### src/rtl/icache_dm.sv
// rtl/icache_dm.sv - direct-mapped blocking instruction cache with handshaked line refill
// Hits answer combinationally; a miss stalls the core while an FSM fetches the line one word per ack.
module icache_dm #(
    parameter int LINE_WORDS = 4,
    parameter int LINES      = 16
) (
    input  logic        clk,
    input  logic        rst,
    input  logic        rom_ce_i,
    input  logic [31:0] rom_addr_i,
    output logic [31:0] rom_data_o,
    output logic        stallreq_o,
    input  logic        invalidate_i,
    output logic        mem_req_o,
    output logic [31:0] mem_addr_o,
    input  logic        mem_ack_i,
    input  logic [31:0] mem_data_i
);

    localparam int OFF_W = $clog2(LINE_WORDS);
    localparam int IDX_W = $clog2(LINES);
    localparam int TAG_W = 30 - OFF_W - IDX_W;

    typedef enum logic [0:0] {
        S_IDLE,
        S_REFILL
    } state_t;

    state_t             state_q;
    logic [OFF_W-1:0]   beat_q;
    logic [TAG_W-1:0]   miss_tag_q;
    logic [IDX_W-1:0]   miss_idx_q;
    logic               poison_q;
    logic               mem_req_q;
    logic [31:0]        mem_addr_q;
    logic [LINES-1:0]   valid_q;
    logic [LINES-1:0]   valid_d;

    logic [TAG_W-1:0]   tag_mem  [LINES];
    logic [31:0]        data_mem [LINES*LINE_WORDS];

    logic [TAG_W-1:0]   req_tag;
    logic [IDX_W-1:0]   req_idx;
    logic [OFF_W-1:0]   req_off;
    logic               hit;
    logic               last_beat;
    logic               beat_ack;
    logic               refill_done;
    logic [OFF_W-1:0]   beat_next;
    logic [1:0]         unused_addr_bits;

    assign req_off = rom_addr_i[OFF_W+1:2];
    assign req_idx = rom_addr_i[OFF_W+IDX_W+1:OFF_W+2];
    assign req_tag = rom_addr_i[31:32-TAG_W];
    assign unused_addr_bits = rom_addr_i[1:0];

    assign hit        = rom_ce_i & valid_q[req_idx] & (tag_mem[req_idx] == req_tag);
    assign rom_data_o = hit ? data_mem[{req_idx, req_off}] : 32'h0;
    assign stallreq_o = rom_ce_i & ~hit;

    assign mem_req_o  = mem_req_q;
    assign mem_addr_o = mem_addr_q;

    assign last_beat   = (beat_q == OFF_W'(LINE_WORDS - 1));
    assign beat_ack    = (state_q == S_REFILL) & mem_ack_i;
    assign refill_done = beat_ack & last_beat;
    assign beat_next   = beat_q + OFF_W'(1);

    // Invalidate wins over a completing refill so a poisoned line never becomes valid.
    always_comb begin
        valid_d = valid_q;
        if (invalidate_i) begin
            valid_d = '0;
        end else if (refill_done && !poison_q) begin
            valid_d[miss_idx_q] = 1'b1;
        end
    end

    always_ff @(posedge clk or posedge rst) begin
        if (rst) begin
            state_q    <= S_IDLE;
            beat_q     <= '0;
            miss_tag_q <= '0;
            miss_idx_q <= '0;
            poison_q   <= 1'b0;
            mem_req_q  <= 1'b0;
            mem_addr_q <= 32'h0;
            valid_q    <= '0;
        end else begin
            valid_q <= valid_d;
            case (state_q)
                S_IDLE: begin
                    if (rom_ce_i && !hit) begin
                        state_q    <= S_REFILL;
                        miss_tag_q <= req_tag;
                        miss_idx_q <= req_idx;
                        beat_q     <= '0;
                        poison_q   <= 1'b0;
                        mem_req_q  <= 1'b1;
                        mem_addr_q <= {req_tag, req_idx, {OFF_W{1'b0}}, 2'b00};
                    end
                end
                S_REFILL: begin
                    if (invalidate_i) begin
                        poison_q <= 1'b1;
                    end
                    if (mem_ack_i) begin
                        if (last_beat) begin
                            state_q    <= S_IDLE;
                            beat_q     <= '0;
                            poison_q   <= 1'b0;
                            mem_req_q  <= 1'b0;
                            mem_addr_q <= 32'h0;
                        end else begin
                            beat_q     <= beat_next;
                            mem_addr_q <= {miss_tag_q, miss_idx_q, beat_next, 2'b00};
                        end
                    end
                end
                default: begin
                    state_q   <= S_IDLE;
                    mem_req_q <= 1'b0;
                end
            endcase
        end
    end

    // Array contents are not reset; valid_q alone decides whether they are visible.
    always_ff @(posedge clk) begin
        if (beat_ack) begin
            data_mem[{miss_idx_q, beat_q}] <= mem_data_i;
            if (last_beat) begin
                tag_mem[miss_idx_q] <= miss_tag_q;
            end
        end
    end

endmodule
### config.mk
export PLATFORM = sky130hd
export DESIGN_NAME = icache_dm
export DESIGN_NICKNAME = d
export VERILOG_FILES = /design/src/rtl/icache_dm.sv
export SDC_FILE = /design/constraint.sdc
export NUM_CORES = 2
export LEC_CHECK = 0
export CAP_MARGIN = 15
export CELL_PAD_IN_SITES_DETAIL_PLACEMENT = 1
export CELL_PAD_IN_SITES_GLOBAL_PLACEMENT = 1
export CORE_UTILIZATION = 50
export CTS_BUF_LIST = sky130_fd_sc_hd__clkbuf_2 sky130_fd_sc_hd__clkbuf_4 sky130_fd_sc_hd__clkbuf_8
export DETAILED_ROUTE_END_ITERATION = 6
export PLACE_DENSITY_LB_ADDON = 0.3
export SYNTH_ARGS = -nofsm -noshare
export SYNTH_HDL_FRONTEND = slang
export SYNTH_SLANG_ARGS = --single-unit
### constraint.sdc
create_clock -name clk -period 9.5 [get_ports clk]
set_input_delay 1.9 -clock clk [delete_from_list [all_inputs] [get_ports clk]]
set_output_delay 1.9 -clock clk [all_outputs]
set_load 0.01 [all_outputs]
## Word level (Yosys, flattened, before mapping)

Memories as Yosys holds them, arrays and structs flattened.
Index checks and enable logic that the tools add are counted.

| cells by class | value |
|---|---|
| $add $sub $neg | 1 |
| order comparisons | 3 |
| equality and inequality tests | 5 |
| muxes and demuxes | 33 |
| bitwise logic cells | 8 |
| reductions and logical operators | 9 |

Operator list:

| operator | number |
|---|---|
| two-way mux 32 bit | 4 |
| case mux 32 bit (2 select lines) | 1 |
| two-way mux 16 bit | 2 |
| equality test 24 bit | 1 |
| two-way mux 1 bit | 17 |
| bitwise OR 16 bit | 1 |
| < comparator 4 x 5 -> 1 bit, second input constant | 2 |
| two-way mux 2 bit | 3 |
| case mux 1 bit (2 select lines) | 3 |
| bitwise AND 1 bit | 5 |
| binary-select mux 1 bit (select 4 bit) | 1 |
| demux 1 bit (select 4 bit) | 1 |
| >= comparator 4 x 1 -> 1 bit, second input constant | 1 |
| inequality test 2 bit, second input constant | 2 |
| case mux 2 bit (2 select lines) | 1 |
| AND reduction 2 bit | 2 |
| logical AND 1 bit | 3 |
| AND reduction 3 bit | 1 |
| adder 2 x 1 -> 2 bit, second input constant | 1 |
| equality test 2 bit, second input constant | 1 |
| logical NOT 1 bit | 2 |
| inequality test 2 x 1 -> 1 bit, second input constant | 1 |
| inverter 1 bit | 2 |
| nonzero test 2 bit | 1 |

| storage, ports and cells | value |
|---|---|
| bits in registers | 81 |
| bits in writable memories | 2432 |
| input bits | 69 |
| output and inout port bits | 66 |
| word-level logic and storage cells | 69 |
| memories kept | 2 |

Memories:

| memory | depth | bits a word | read ports | clocked after memory_dff | write ports | line | text |
|---|---|---|---|---|---|---|---|
| data_mem | 64 | 32 | 1 | 0 | 1 | 40 | `logic [31:0] data_mem [LINES*LINE_WORDS];` |
| tag_mem | 16 | 24 | 1 | 0 | 1 | 39 | `logic [TAG_W-1:0] tag_mem [LINES];` |

## Depth between registers and ports, before layout

| logic depth | value |
|---|---|
| word-level depth | 8 |
| mapped depth | 15 |
| mapped depth without buffers | 9 |

## Worst setup path after synthesis

Ideal clock, no wire load.

| path | value |
|---|---|
| path kind | in2out |
| from | input rom_addr_i[6] |
| to | output rom_data_o[0] |
| arrival | 4.916 ns |
| required time | 7.600 ns |
| slack | 2.684 ns |
| stages | 12 |
| path buffers | 5 |
| path through | buf_2 -> buf_2 -> buf_2 -> buf_2 -> mux4_2 -> xnor2_1 -> a21oi_1 -> or4b_2 -> nor3_1 -> nand4_1 -> clkbuf_1 -> a211oi_1 |

| on the way | value |
|---|---|
| longest elaborated chain between the ends | 5 |
| elaborated cells on any way between the ends | 8 |
| classes of those cells | 1 x eq/ne; 3 x mux; 2 x bitwise; 2 x memory |

RTL lines:

| element | line | text |
|---|---|---|
| start, declared | 10 | `input logic [31:0] rom_addr_i,` |
| parallel branches: the longest is 4 deep, another holds memory (16 x 24 bit) | n/a |  |
| two-way mux 32 bit * | 58 | `assign rom_data_o = hit ? data_mem[{req_idx, req_off}] : 32'h0;` |
| end, declared | 11 | `output logic [31:0] rom_data_o,` |

Every way passes the cells marked *. The select of a mux whose other input is x is not followed.

## Worst setup path after layout

| path | value |
|---|---|
| from | input rom_addr_i[7] |
| to | output rom_data_o[30] |

The elaborated chain is that of the path after synthesis.

==> PnR_summary.wiki <==
{| class="wikitable"
! Metric !! Value
|-
| Outcome || finished, final reports clean
|-
| Synth-to-Final Area Change || 13.3%
|-
| Metal2 WL || ~130,000 um
|-
| Async set-or-reset flop fraction in the synthesized netlist || around 3.1%
|-
| Minimum period implied by the final worst setup slack || a little under 9 ns
|-
| Vias post-DR || 47,452
|-
| Number of design-rule violations left by the first detailed-router iteration || about 5,700
|-
| Library cell occupying the most area in the post-synthesis netlist || sky130_fd_sc_hd__edfxtp_1
|-
| Number of buffers created by CTS || about 410
|-
| Proportion of layout cells with a drive suffix above 1 || approximately a third
|-
| Category of the worst setup path capture point || output pin
|-
| Largest stage delay, worst path || between 0.7 and 0.8 ns
|-
| Reg-to-reg critical path startpoint || state_q
|-
| Number of instances in the synthesized netlist || approximately 4,100
|-
| Total routing usage reported by global routing || a little over a quarter
|-
| Cell variety after synth || 68
|-
| Dominant synthesized flop cell || sky130_fd_sc_hd__edfxtp_1
|-
| Sequential element share of the synthesized area || 77.6%
|-
| Type of the tightest min-delay check || reg2reg
|-
| Port Buf Inserts || 130
|-
| Worst-path fanout max || 52
|-
| Static Leak || roughly 34 nW
|-
| Launching element type of the critical path || input port
|-
| Period utilization || between 90% and 100%
|-
| Number of clock sinks || around 2,500
|-
| Buffers inserted during post-CTS setup optimization || 0
|-
| Number of iterations in the first detailed-routing pass || 7
|-
| Number of gates resized after cts || 0
|-
| Die H || between 400 and 500 um
|-
| Commonest cells in the netlist || 2,432 x sky130_fd_sc_hd__edfxtp_1, 723 x sky130_fd_sc_hd__mux4_2, 150 x sky130_fd_sc_hd__clkbuf_1
|-
| Setup Slack @ Placement || just over 0.8 ns
|-
| Die width || around 440 um
|-
| Number of endpoints with negative hold slack in the final report || 0
|-
| Final max-slew violation count || 0
|-
| HPWL Detailed || 136,000 um
|-
| ANT nets after route || 0
|-
| Starting utilization of the core area || about 51%
|-
| Power per unit of standard cell area || ~220 mW/mm^2
|-
| Family with the most delay on the worst path || buffers and inverters
|-
| Number of enable-type register cells in the synthesized netlist || 2,432
|-
| Relative slew slack || 16.7%
|-
| CTS tree || yes
|-
| Cell depth of the worst flop-to-flop path || 5
|-
| Wire length of the first global-routing pass || approximately 370,000 um
|-
| Number of global-route vias before repair || 49,511
|-
| Hold path endpoint || valid_q[8]
|-
| Worst clock skew on the final layout || about 0.073 ns
|-
| Highest clock rate || 113 MHz
|-
| Clk buf depth || 4
|-
| Number of ports placed on the die boundary || approximately 140
|-
| Final Non-Filler Cells || about 7,400
|-
| Worst Hold Path Cells || 2
|-
| Post-route DRC || 0
|-
| CP Data Required Time || about 7.6 ns
|-
| Routability congestion estimate from global placement || approximately 0.77
|-
| Most numerous cell in the Yosys netlist || sky130_fd_sc_hd__edfxtp_1
|-
| Area enclosed by the die boundary || approximately 0.20 mm^2
|-
| Cell type with the highest occurrence count on the critical path || sky130_fd_sc_hd__buf_4
|-
| Fill cells || 15,995
|-
| Via/cell ratio || around 6.4
|-
| Number of antenna violations at the first check in global routing || 8
|-
| Layout Utilization || between 50% and 60%
|-
| Min setup slack post-route || 0.678 ns
|-
| Cell with the largest stage delay on the worst path || sky130_fd_sc_hd__a211oi_1
|-
| Core box area || around 0.19 mm^2
|-
| Chain of cells forming the critical path || buf_4 > buf_4 > mux4_2 > nor2b_1 > a211oi_1 > a31oi_1 > o211ai_1 > nor3_1 > nand4_1 > buf_4 > a211oi_1 > clkdlybuf4s50_1
|-
| Class of the most critical setup path || in2out
|-
| Maximum number of pins on one net before global-route repair || 84
|-
| Cell row count || 160
|-
| Transition time of the tightest slew-check pin || around 1.2 ns
|-
| Gr ovfl total || 0
|-
| Number of synthesis warnings || 0
|-
| Number of endpoints failing setup at the final stage || 0
|-
| Wire length the detailed router placed on met1 || between 100,000 and 150,000 um
|-
| Origin of the worst min-delay path || valid_q[8]
|-
| Maximum Capacitance Violations || 0
|-
| Met3 layer wire length in the routed design || approximately 21,000 um
|-
| Average routed wire per standard cell || roughly 36 um
|-
| Average size of a mapped cell || approximately 24 um^2
|-
| Count of buffering cells on the critical path with inverters included || 4
|-
| RSZ-0062 raised after global routing || false
|-
| Slack of the worst reg-to-reg path || about 5.3 ns
|-
| Area share of the leading cell type in the synthesized netlist || 75.6%
|-
| Max IR drop VDD || between 0.00015 and 0.0002 V
|-
| Placed insts || 6,650
|-
| Clock root buffer || sky130_fd_sc_hd__clkbuf_8
|-
| Endpoint of the lowest-slack register-to-register path || data_mem[55][28]
|-
| Total number of H-tree levels || 5
|-
| Detailed-route wire length || roughly 260,000 um
|-
| Post-synthesis cell area || ~0.097 mm^2
|-
| FF+latch count, synth || about 2,500
|-
| Post-route setup TNS || 0 ns
|-
| Top metal layer carrying routed signals || met5
|-
| Crit path DAT || 6.92 ns
|-
| Hold-fix buffers at CTS || 0
|-
| Cell types with the largest area share after synthesis || sky130_fd_sc_hd__edfxtp_1 76%, sky130_fd_sc_hd__mux4_2 17%, sky130_fd_sc_hd__dfrtp_1 2.0%
|-
| Number of nets in the finished design || about 4,600
|-
| Clock Pin Slew Worst Setup and Hold Paths || around 0.050 ns
|-
| Clock latency on the worst-skew pair || approximately 1.1 ns
|}
-- through the flow --
stage	hold slack [ns]	cell area, um^2	power (mW)
CTS	0.498	109000	24.3
floorplan	0.457	96600	14.4
global route	0.543	109000	24.8
finish	0.495	109000	24.2
detailed placement	0.486	102000	15.5
global placement	0.472	102000	15.4
-- power by group --
group / internal (mW) / leakage [nW] / switching [mW] / total, mW
combinational: 0.808 / 7.67 / 1.27 / 2.08
clock: 4.70 / 3.99 / 4.17 / 8.87
sequential: 12.8 / 22.8 / 0.402 / 13.2
total: 18.3 / 34.5 / 5.85 / 24.2
-- layout by cell type (no fill, tap or decap), types with 77 or more instances in the layout --
| cell | count |
|---|---|
| sky130_fd_sc_hd__clkbuf_4 | 143 |
| sky130_fd_sc_hd__clkbuf_8 | 416 |
| sky130_fd_sc_hd__buf_4 | 120 |
| sky130_fd_sc_hd__nor2_4 | 80 |
| sky130_fd_sc_hd__clkdlybuf4s50_1 | 92 |
| sky130_fd_sc_hd__clkinv_1 | 104 |
| sky130_fd_sc_hd__dfrtp_1 | 77 |
| sky130_fd_sc_hd__mux4_2 | 723 |
| sky130_fd_sc_hd__edfxtp_1 | 2432 |
| sky130_fd_sc_hd__mux2i_1 | 98 |
-- area by class of cell --
type,count,area (um^2),area share [%]
well taps,2511,3140,2.87
clock inverters,143,707,0.646
diodes,7,17.5,0.0160
flip-flops and latches,2509,75000,68.5
inverters,33,126,0.115
repair buffers,270,2480,2.27
clock buffers,559,6800,6.21
multi-input cells,1332,21200,19.4
-- routing by layer --
metal | GRT usage (%) | up-vias
met5 | 0 | -
met1 | 36.2 | 25853
met4 | 10.2 | 2
met2 | 44.7 | 2540
li1 | - | 18498
met3 | 4.41 | 559
-- sequential cells by signal (all words and copies together), names as in the netlist --
signal,flops
beat_q,1
valid_q,16
state_q,1
tag_mem,384
poison_q,1
mem_req_o,1
miss_idx_q,4
mem_addr_o,29
miss_tag_q,24
data_mem,2048
-- worst max path at each step --
| stage | startpoint | cells past startpoint | end |
|---|---|---|---|
| global route | rom_addr_i[7] | 12 | rom_data_o[30] |
| CTS | rom_addr_i[7] | 12 | rom_data_o[30] |
| floorplan | rom_addr_i[6] | 12 | rom_data_o[0] |
| finish | rom_addr_i[7] | 12 | rom_data_o[30] |
| global placement | rom_addr_i[7] | 12 | rom_data_o[30] |
| detailed placement | rom_addr_i[7] | 12 | rom_data_o[30] |
-- worst min-delay path: stages, from the launching register on --
cell and delay, ns:
sky130_fd_sc_hd__dfrtp_1 0.34, sky130_fd_sc_hd__a21oi_1 0.04, sky130_fd_sc_hd__nor2_1 0.07
-- logic make-up after synthesis --
group / synth area share [%]
flip-flops: 77.6
multiplexers: 18.3
AND/OR/NAND/NOR: 1.29
buffers and inverters: 1.10
AO/OA/AOI/OAI: 1.44
XOR/XNOR: 0.290
adder cells (fa/ha/maj): 0.0129
other: 0.00388
No activity file was read; power rests on OpenSTA's default activity.
